===== src/rtl/mem_access_unit.sv =====
// RV64 load/store unit: one request at a time against a doubleword-wide data memory.
// Sub-doubleword stores do read-modify-write; misaligned requests answer without a memory cycle.
module mem_access_unit #(
    parameter int RD_LATENCY = 1
) (
    input  logic        i_clk,
    input  logic        i_reset_n,
    input  logic        i_req_valid,
    output logic        o_req_ready,
    input  logic        i_req_we,
    input  logic [1:0]  i_req_size,
    input  logic        i_req_unsigned,
    input  logic [63:0] i_req_addr,
    input  logic [63:0] i_req_wdata,
    output logic        o_rsp_valid,
    output logic [63:0] o_rsp_rdata,
    output logic        o_misaligned,
    output logic [63:0] o_mem_addr,
    output logic [63:0] o_mem_wdata,
    output logic        o_mem_wr,
    input  logic [63:0] i_mem_rdata
);

    localparam int CW = $clog2(RD_LATENCY + 1);

    typedef enum logic [1:0] {
        S_IDLE  = 2'd0,
        S_READ  = 2'd1,
        S_WRITE = 2'd2,
        S_RESP  = 2'd3
    } state_t;

    state_t        r_state;
    state_t        w_next;

    logic          r_we;
    logic [1:0]    r_size;
    logic          r_uns;
    logic [2:0]    r_lane;
    logic [63:0]   r_wdata;
    logic          r_misal;
    logic [CW-1:0] r_cnt;
    logic [63:0]   r_mem_addr;
    logic [63:0]   r_mem_wdata;
    logic [63:0]   r_rsp_rdata;

    logic          w_accept;
    logic          w_misal;
    logic          w_rd_done;
    logic [5:0]    w_sh;
    logic [63:0]   w_lane_mask;
    logic [63:0]   w_shifted;
    logic [63:0]   w_load_val;
    logic [63:0]   w_merged;

    function automatic logic [63:0] size_mask(input logic [1:0] sz);
        case (sz)
            2'd0:    size_mask = 64'h0000_0000_0000_00FF;
            2'd1:    size_mask = 64'h0000_0000_0000_FFFF;
            2'd2:    size_mask = 64'h0000_0000_FFFF_FFFF;
            default: size_mask = 64'hFFFF_FFFF_FFFF_FFFF;
        endcase
    endfunction

    assign w_accept  = i_req_valid && (r_state == S_IDLE);
    assign w_rd_done = (r_state == S_READ) && (r_cnt == CW'(1));

    always_comb begin
        case (i_req_size)
            2'd0:    w_misal = 1'b0;
            2'd1:    w_misal = i_req_addr[0];
            2'd2:    w_misal = |i_req_addr[1:0];
            default: w_misal = |i_req_addr[2:0];
        endcase
    end

    // Lane arithmetic works on the captured read data and the latched request.
    assign w_sh        = {r_lane, 3'b000};
    assign w_lane_mask = size_mask(r_size) << w_sh;
    assign w_shifted   = i_mem_rdata >> w_sh;
    assign w_merged    = (i_mem_rdata & ~w_lane_mask) | ((r_wdata << w_sh) & w_lane_mask);

    always_comb begin
        case (r_size)
            2'd0:    w_load_val = {{56{~r_uns & w_shifted[7]}},  w_shifted[7:0]};
            2'd1:    w_load_val = {{48{~r_uns & w_shifted[15]}}, w_shifted[15:0]};
            2'd2:    w_load_val = {{32{~r_uns & w_shifted[31]}}, w_shifted[31:0]};
            default: w_load_val = w_shifted;
        endcase
    end

    always_ff @(posedge i_clk) begin
        if (!i_reset_n) begin
            r_state <= S_IDLE;
        end else begin
            r_state <= w_next;
        end
    end

    always_comb begin
        w_next = r_state;
        case (r_state)
            S_IDLE: begin
                if (w_accept) begin
                    if (w_misal) begin
                        w_next = S_RESP;
                    end else if (i_req_we && (i_req_size == 2'd3)) begin
                        w_next = S_WRITE;
                    end else begin
                        w_next = S_READ;
                    end
                end
            end
            S_READ: begin
                if (w_rd_done) begin
                    w_next = r_we ? S_WRITE : S_RESP;
                end
            end
            S_WRITE: w_next = S_RESP;
            S_RESP:  w_next = S_IDLE;
            default: w_next = S_IDLE;
        endcase
    end

    always_comb begin
        o_req_ready  = (r_state == S_IDLE);
        o_rsp_valid  = (r_state == S_RESP);
        o_mem_wr     = (r_state == S_WRITE);
        o_misaligned = (r_state == S_RESP) && r_misal;
    end

    assign o_rsp_rdata = r_rsp_rdata;
    assign o_mem_addr  = r_mem_addr;
    assign o_mem_wdata = r_mem_wdata;

    // rsp_rdata only changes on the edge that enters RESP, so it holds between responses.
    always_ff @(posedge i_clk) begin
        if (!i_reset_n) begin
            r_we        <= 1'b0;
            r_size      <= 2'd0;
            r_uns       <= 1'b0;
            r_lane      <= 3'd0;
            r_wdata     <= '0;
            r_misal     <= 1'b0;
            r_cnt       <= '0;
            r_mem_addr  <= '0;
            r_mem_wdata <= '0;
            r_rsp_rdata <= '0;
        end else begin
            if (w_accept) begin
                r_we       <= i_req_we;
                r_size     <= i_req_size;
                r_uns      <= i_req_unsigned;
                r_lane     <= i_req_addr[2:0];
                r_wdata    <= i_req_wdata;
                r_misal    <= w_misal;
                r_cnt      <= CW'(RD_LATENCY);
                r_mem_addr <= {i_req_addr[63:3], 3'b000};
                if (w_misal) begin
                    r_rsp_rdata <= '0;
                end else if (i_req_we && (i_req_size == 2'd3)) begin
                    r_mem_wdata <= i_req_wdata;
                end
            end
            if (r_state == S_READ) begin
                r_cnt <= r_cnt - CW'(1);
                if (w_rd_done) begin
                    if (r_we) begin
                        r_mem_wdata <= w_merged;
                    end else begin
                        r_rsp_rdata <= w_load_val;
                    end
                end
            end
            if (r_state == S_WRITE) begin
                r_rsp_rdata <= '0;
            end
        end
    end

endmodule

===== config.mk =====
export PLATFORM = sky130hd
export DESIGN_NAME = mem_access_unit
export DESIGN_NICKNAME = d
export VERILOG_FILES = /design/src/rtl/mem_access_unit.sv
export SDC_FILE = /design/constraint.sdc
export NUM_CORES = 1
export LEC_CHECK = 0
export ABC_AREA = 1
export BUFFER_PORTS_ARGS = -buffer_cell sky130_fd_sc_hd__buf_2
export CORE_UTILIZATION = 50
export CTS_CLUSTER_SIZE = 14
export DETAILED_ROUTE_END_ITERATION = 12
export PLACE_DENSITY = 0.8
export SYNTH_ARGS = -nofsm -noshare
export SYNTH_HDL_FRONTEND = slang
export SYNTH_SLANG_ARGS = --single-unit

===== constraint.sdc =====
create_clock -name i_clk -period 1.9 [get_ports i_clk]
set_input_delay 0.285 -clock i_clk [delete_from_list [all_inputs] [get_ports i_clk]]
set_output_delay 0.285 -clock i_clk [all_outputs]
set_load 0.02 [all_outputs]

==> impl_metrics.csv <==
group,metric,value,unit
run_status,status,"finished clean",
grt,grt_pass1_vias,17459,
pwr,ir_drop,1060,uV
finish,drive_gt1_share,21.4,%
synthesis,synth-warning-count,0,
place,dp_hpwl,47.4,mm
grt,grt_max_degree,89,
routing,vias,18869,
timing,setup-tns-final,0,ns
synthesis,seq_area_frac_synth,34.7,%
routing,antenna_left,0,
routing,wirelength,66.4,mm
floorplan,dieHeight,176,um
finish,fillers,2727,
setup_path,slowest_stage,"dfxtp_4",
place,place_area,18000,um^2
synthesis,ys_types,34,
cts,clk_path_buf_depth,3,
cts,path_clk_slew,0.06,ns
cts,clock_latency,0.57,ns
pwr,total_power,25.4,mW
place,pre_cts_slack,0.0439,ns
timing,grt_setup_unrepaired,"yes",
finish,stdcell_area,19700,um^2
floorplan,io_pins,395,
timing,max_freq,535,MHz
timing,tightest_slew,0.595,ns
setup_path,reg2reg_depth,9,
synthesis,ys_seq_elements,264,
routing,drt-pass1-iter-count,6,
setup_path,r2r-start,"r_lane[0]",
timing,clock_skew,0.0166,ns
setup_path,worstPathCellList,"buf_12, buf_16, buf_12, nand2_1, o211ai_1, nand3_1, a21oi_1, nor2_1, nor2_1",
setup_path,crit_end,"o_mem_wdata[47]",
floorplan,rows,63,
cts,h-tree-depth,1,
cts,clockRootBuffer,"clkbuf_16",
place,place.gp.congestion,1.00,
routing,viasPerCell,5.66,
floorplan,placeableCoreArea,29800,um^2
place,port_buffers,391,
finish,syn_to_final_growth,29.5,%
cts,cts_buffers,27,
timing,finalSetupViolCount,0,
synthesis,synthCells,2510,
grt,grt_overflow,0,
timing,drv_slew,0,
setup_path,rrSetupSlack,0.03,ns
timing,fin_crit_sh,98.3,%
setup_path,path_class,"reg2reg",
pwr,p_leak,10.2,nW
pwr,power.density,1290,nW/um^2
setup_path,required,2.40,ns
timing,slew_headroom,59.9,%
place,dp_cells,3221,
timing,whs,0.00830,ns
finish,final_util,66.1,%
flow_run,cap_violations,0,
setup_path,worst_path_largest_cell_delay,0.39,ns
timing,hold_viol,0,
cts,cts_tree,"built",
routing,drc,0,
setup_path,worstPathArrival,2.37,ns
finish,layout.cells.non_filler,3336,
floorplan,dieWidth,176,um
grt,antenna_found_initial,3,
synthesis,syn_avg_cell_area,6.06,um^2
routing,wire_per_inst,19.9,um
grt,grt_pass1_wl,96.6,mm
floorplan,initial_core_util,51.1,%
setup_path,cp_max_fo,20,
cts,clock_sinks,264,
synthesis,synth_top_cell_by_area,"dfxtp_1",
routing,drt-initial-drc-count,1952,
setup_path,r2r-end,"o_mem_wdata[47]",
setup_path,worstSetupStartpoint,"r_lane[0]",
floorplan,die_area,31100,um^2
timing,fin_ws,0.0324,ns
synthesis,syn_area,15200,um^2
grt,track_usage,39.8,%
synthesis,ys_top_cells_by_area,"dfxtp_1 (35%), nand2_1 (20%), nor2_1 (8.1%)",
setup_path,worstSetupStartpointType,"flip-flop",
setup_path,crit_path_end_kind,"flip-flop",
finish,nets,3131,
synthesis,yosysTopAreaCellShare,34.7,%
timing,period_minus_slack,1.87,ns
min_path,min-delay-path-class,"in2reg",
state kept, by name, summed over array words and instances, names as in the netlist:
| name | cells |
|---|---|
| o_mem_addr | 61 |
| o_mem_wdata | 64 |
| o_rsp_rdata | 64 |
| r_cnt | 1 |
| r_lane | 3 |
| r_misal | 1 |
| r_size | 2 |
| r_state | 2 |
| r_uns | 1 |
| r_wdata | 64 |
| r_we | 1 |
cells in the final DEF (no fill, tap or decap), types with 7 or more instances in the layout:
master,Yosys,final
nand2_1,792,791
buf_2,56,390
nor2_1,330,328
dfxtp_1,264,260
nand3_1,208,206
o21ai_0,200,196
a21oi_1,185,180
inv_1,157,157
buf_4,25,84
dlygate4sd3_1,0,60
o21ai_1,42,41
nand4_1,40,40
clkbuf_16,0,33
buf_12,0,31
nand2_2,24,22
o211ai_1,14,14
o21ai_2,7,12
clkbuf_1,71,11
o31ai_1,8,8
inv_2,9,7
nor2_2,7,7
cell type report:
cell class	instances	area (um^2)	area share [%]
tap	390	488	2.48
timing repair buffer	576	4060	20.6
multi-input combinational	1890	8410	42.7
sequential	264	5290	26.9
clock buffer	43	786	3.99
antenna	2	5.00	0.0254
clock inverter	2	25.0	0.127
inverter	169	644	3.27
worst min path at each step:
stage                          startpoint     endpoint  slack [ns]  cells past startpoint
after floorplan                 i_reset_n      r_misal        0.42                      2
after global placement            r_misal      r_misal        0.45                      2
after detailed placement      r_wdata[44]  r_wdata[44]        0.46                      2
after CTS                 i_req_wdata[62]  r_wdata[62]     0.00001                      3
after global routing      i_req_wdata[11]  r_wdata[11]       0.009                      3
final                     i_req_wdata[11]  r_wdata[11]       0.008                      3
kinds of logic (layout without fill, tap and decap cells):
group	Yosys count	count (layout)	share of synthesized area [%]
adders and majority gates	4	4	0.329
AOI/OAI and AO/OA	461	461	15.9
buffers and inverters	358	790	10.7
other	1	5	0.0246
DFF	264	264	34.7
and+or+nand+nor	1422	1422	38.4
worst max-delay path: cells and delay by family, from the launching register on:
kind / cells / cell delay (ns)
buffers and inverters: 3 / 0.52
AOI/OAI and AO/OA: 2 / 0.51
and+or+nand+nor: 4 / 0.37
DFF: 1 / 0.39
repair_timing:
action                                  CTS  global route
hold endpoints to repair                 60             0
setup buffers                             0             1
hold buffers                             60             0
endpoints found under the setup margin    0            64
gates resized for setup                   0            30
metal layers:
| metal | track usage [%] | wire (um) | up-vias |
|---|---|---|---|
| li1 | - | - | 8862 |
| met1 | 49.8 | 25500 | 8642 |
| met2 | 66.9 | 30800 | 1159 |
| met3 | 5.94 | 6500 | 204 |
| met4 | 19.1 | 3650 | 2 |
| met5 | 0 | 13 | - |
cells in the mapped netlist (all sizes together):
| master | n |
|---|---|
| nand2 | 816 |
| nor2 | 337 |
| dfxtp | 264 |
| o21ai | 249 |
| nand3 | 213 |
| a21oi | 187 |
| inv | 167 |
| buf | 118 |
| clkbuf | 71 |
| nand4 | 40 |
| o211ai | 14 |
| o31ai | 8 |
| and2 | 6 |
| or2 | 5 |
| ha | 4 |
| and3 | 3 |
| clkinv | 2 |
| nor3 | 2 |
| o22ai | 2 |
| conb | 1 |
| o21a | 1 |
power breakdown:
| part | internal (mW) | switching, mW | total, mW |
|---|---|---|---|
| clock network | 2.81 | 2.25 | 5.07 |
| logic | 4.36 | 8.48 | 12.8 |
| registers | 6.71 | 0.829 | 7.54 |
(Power assumes the default switching activity.)
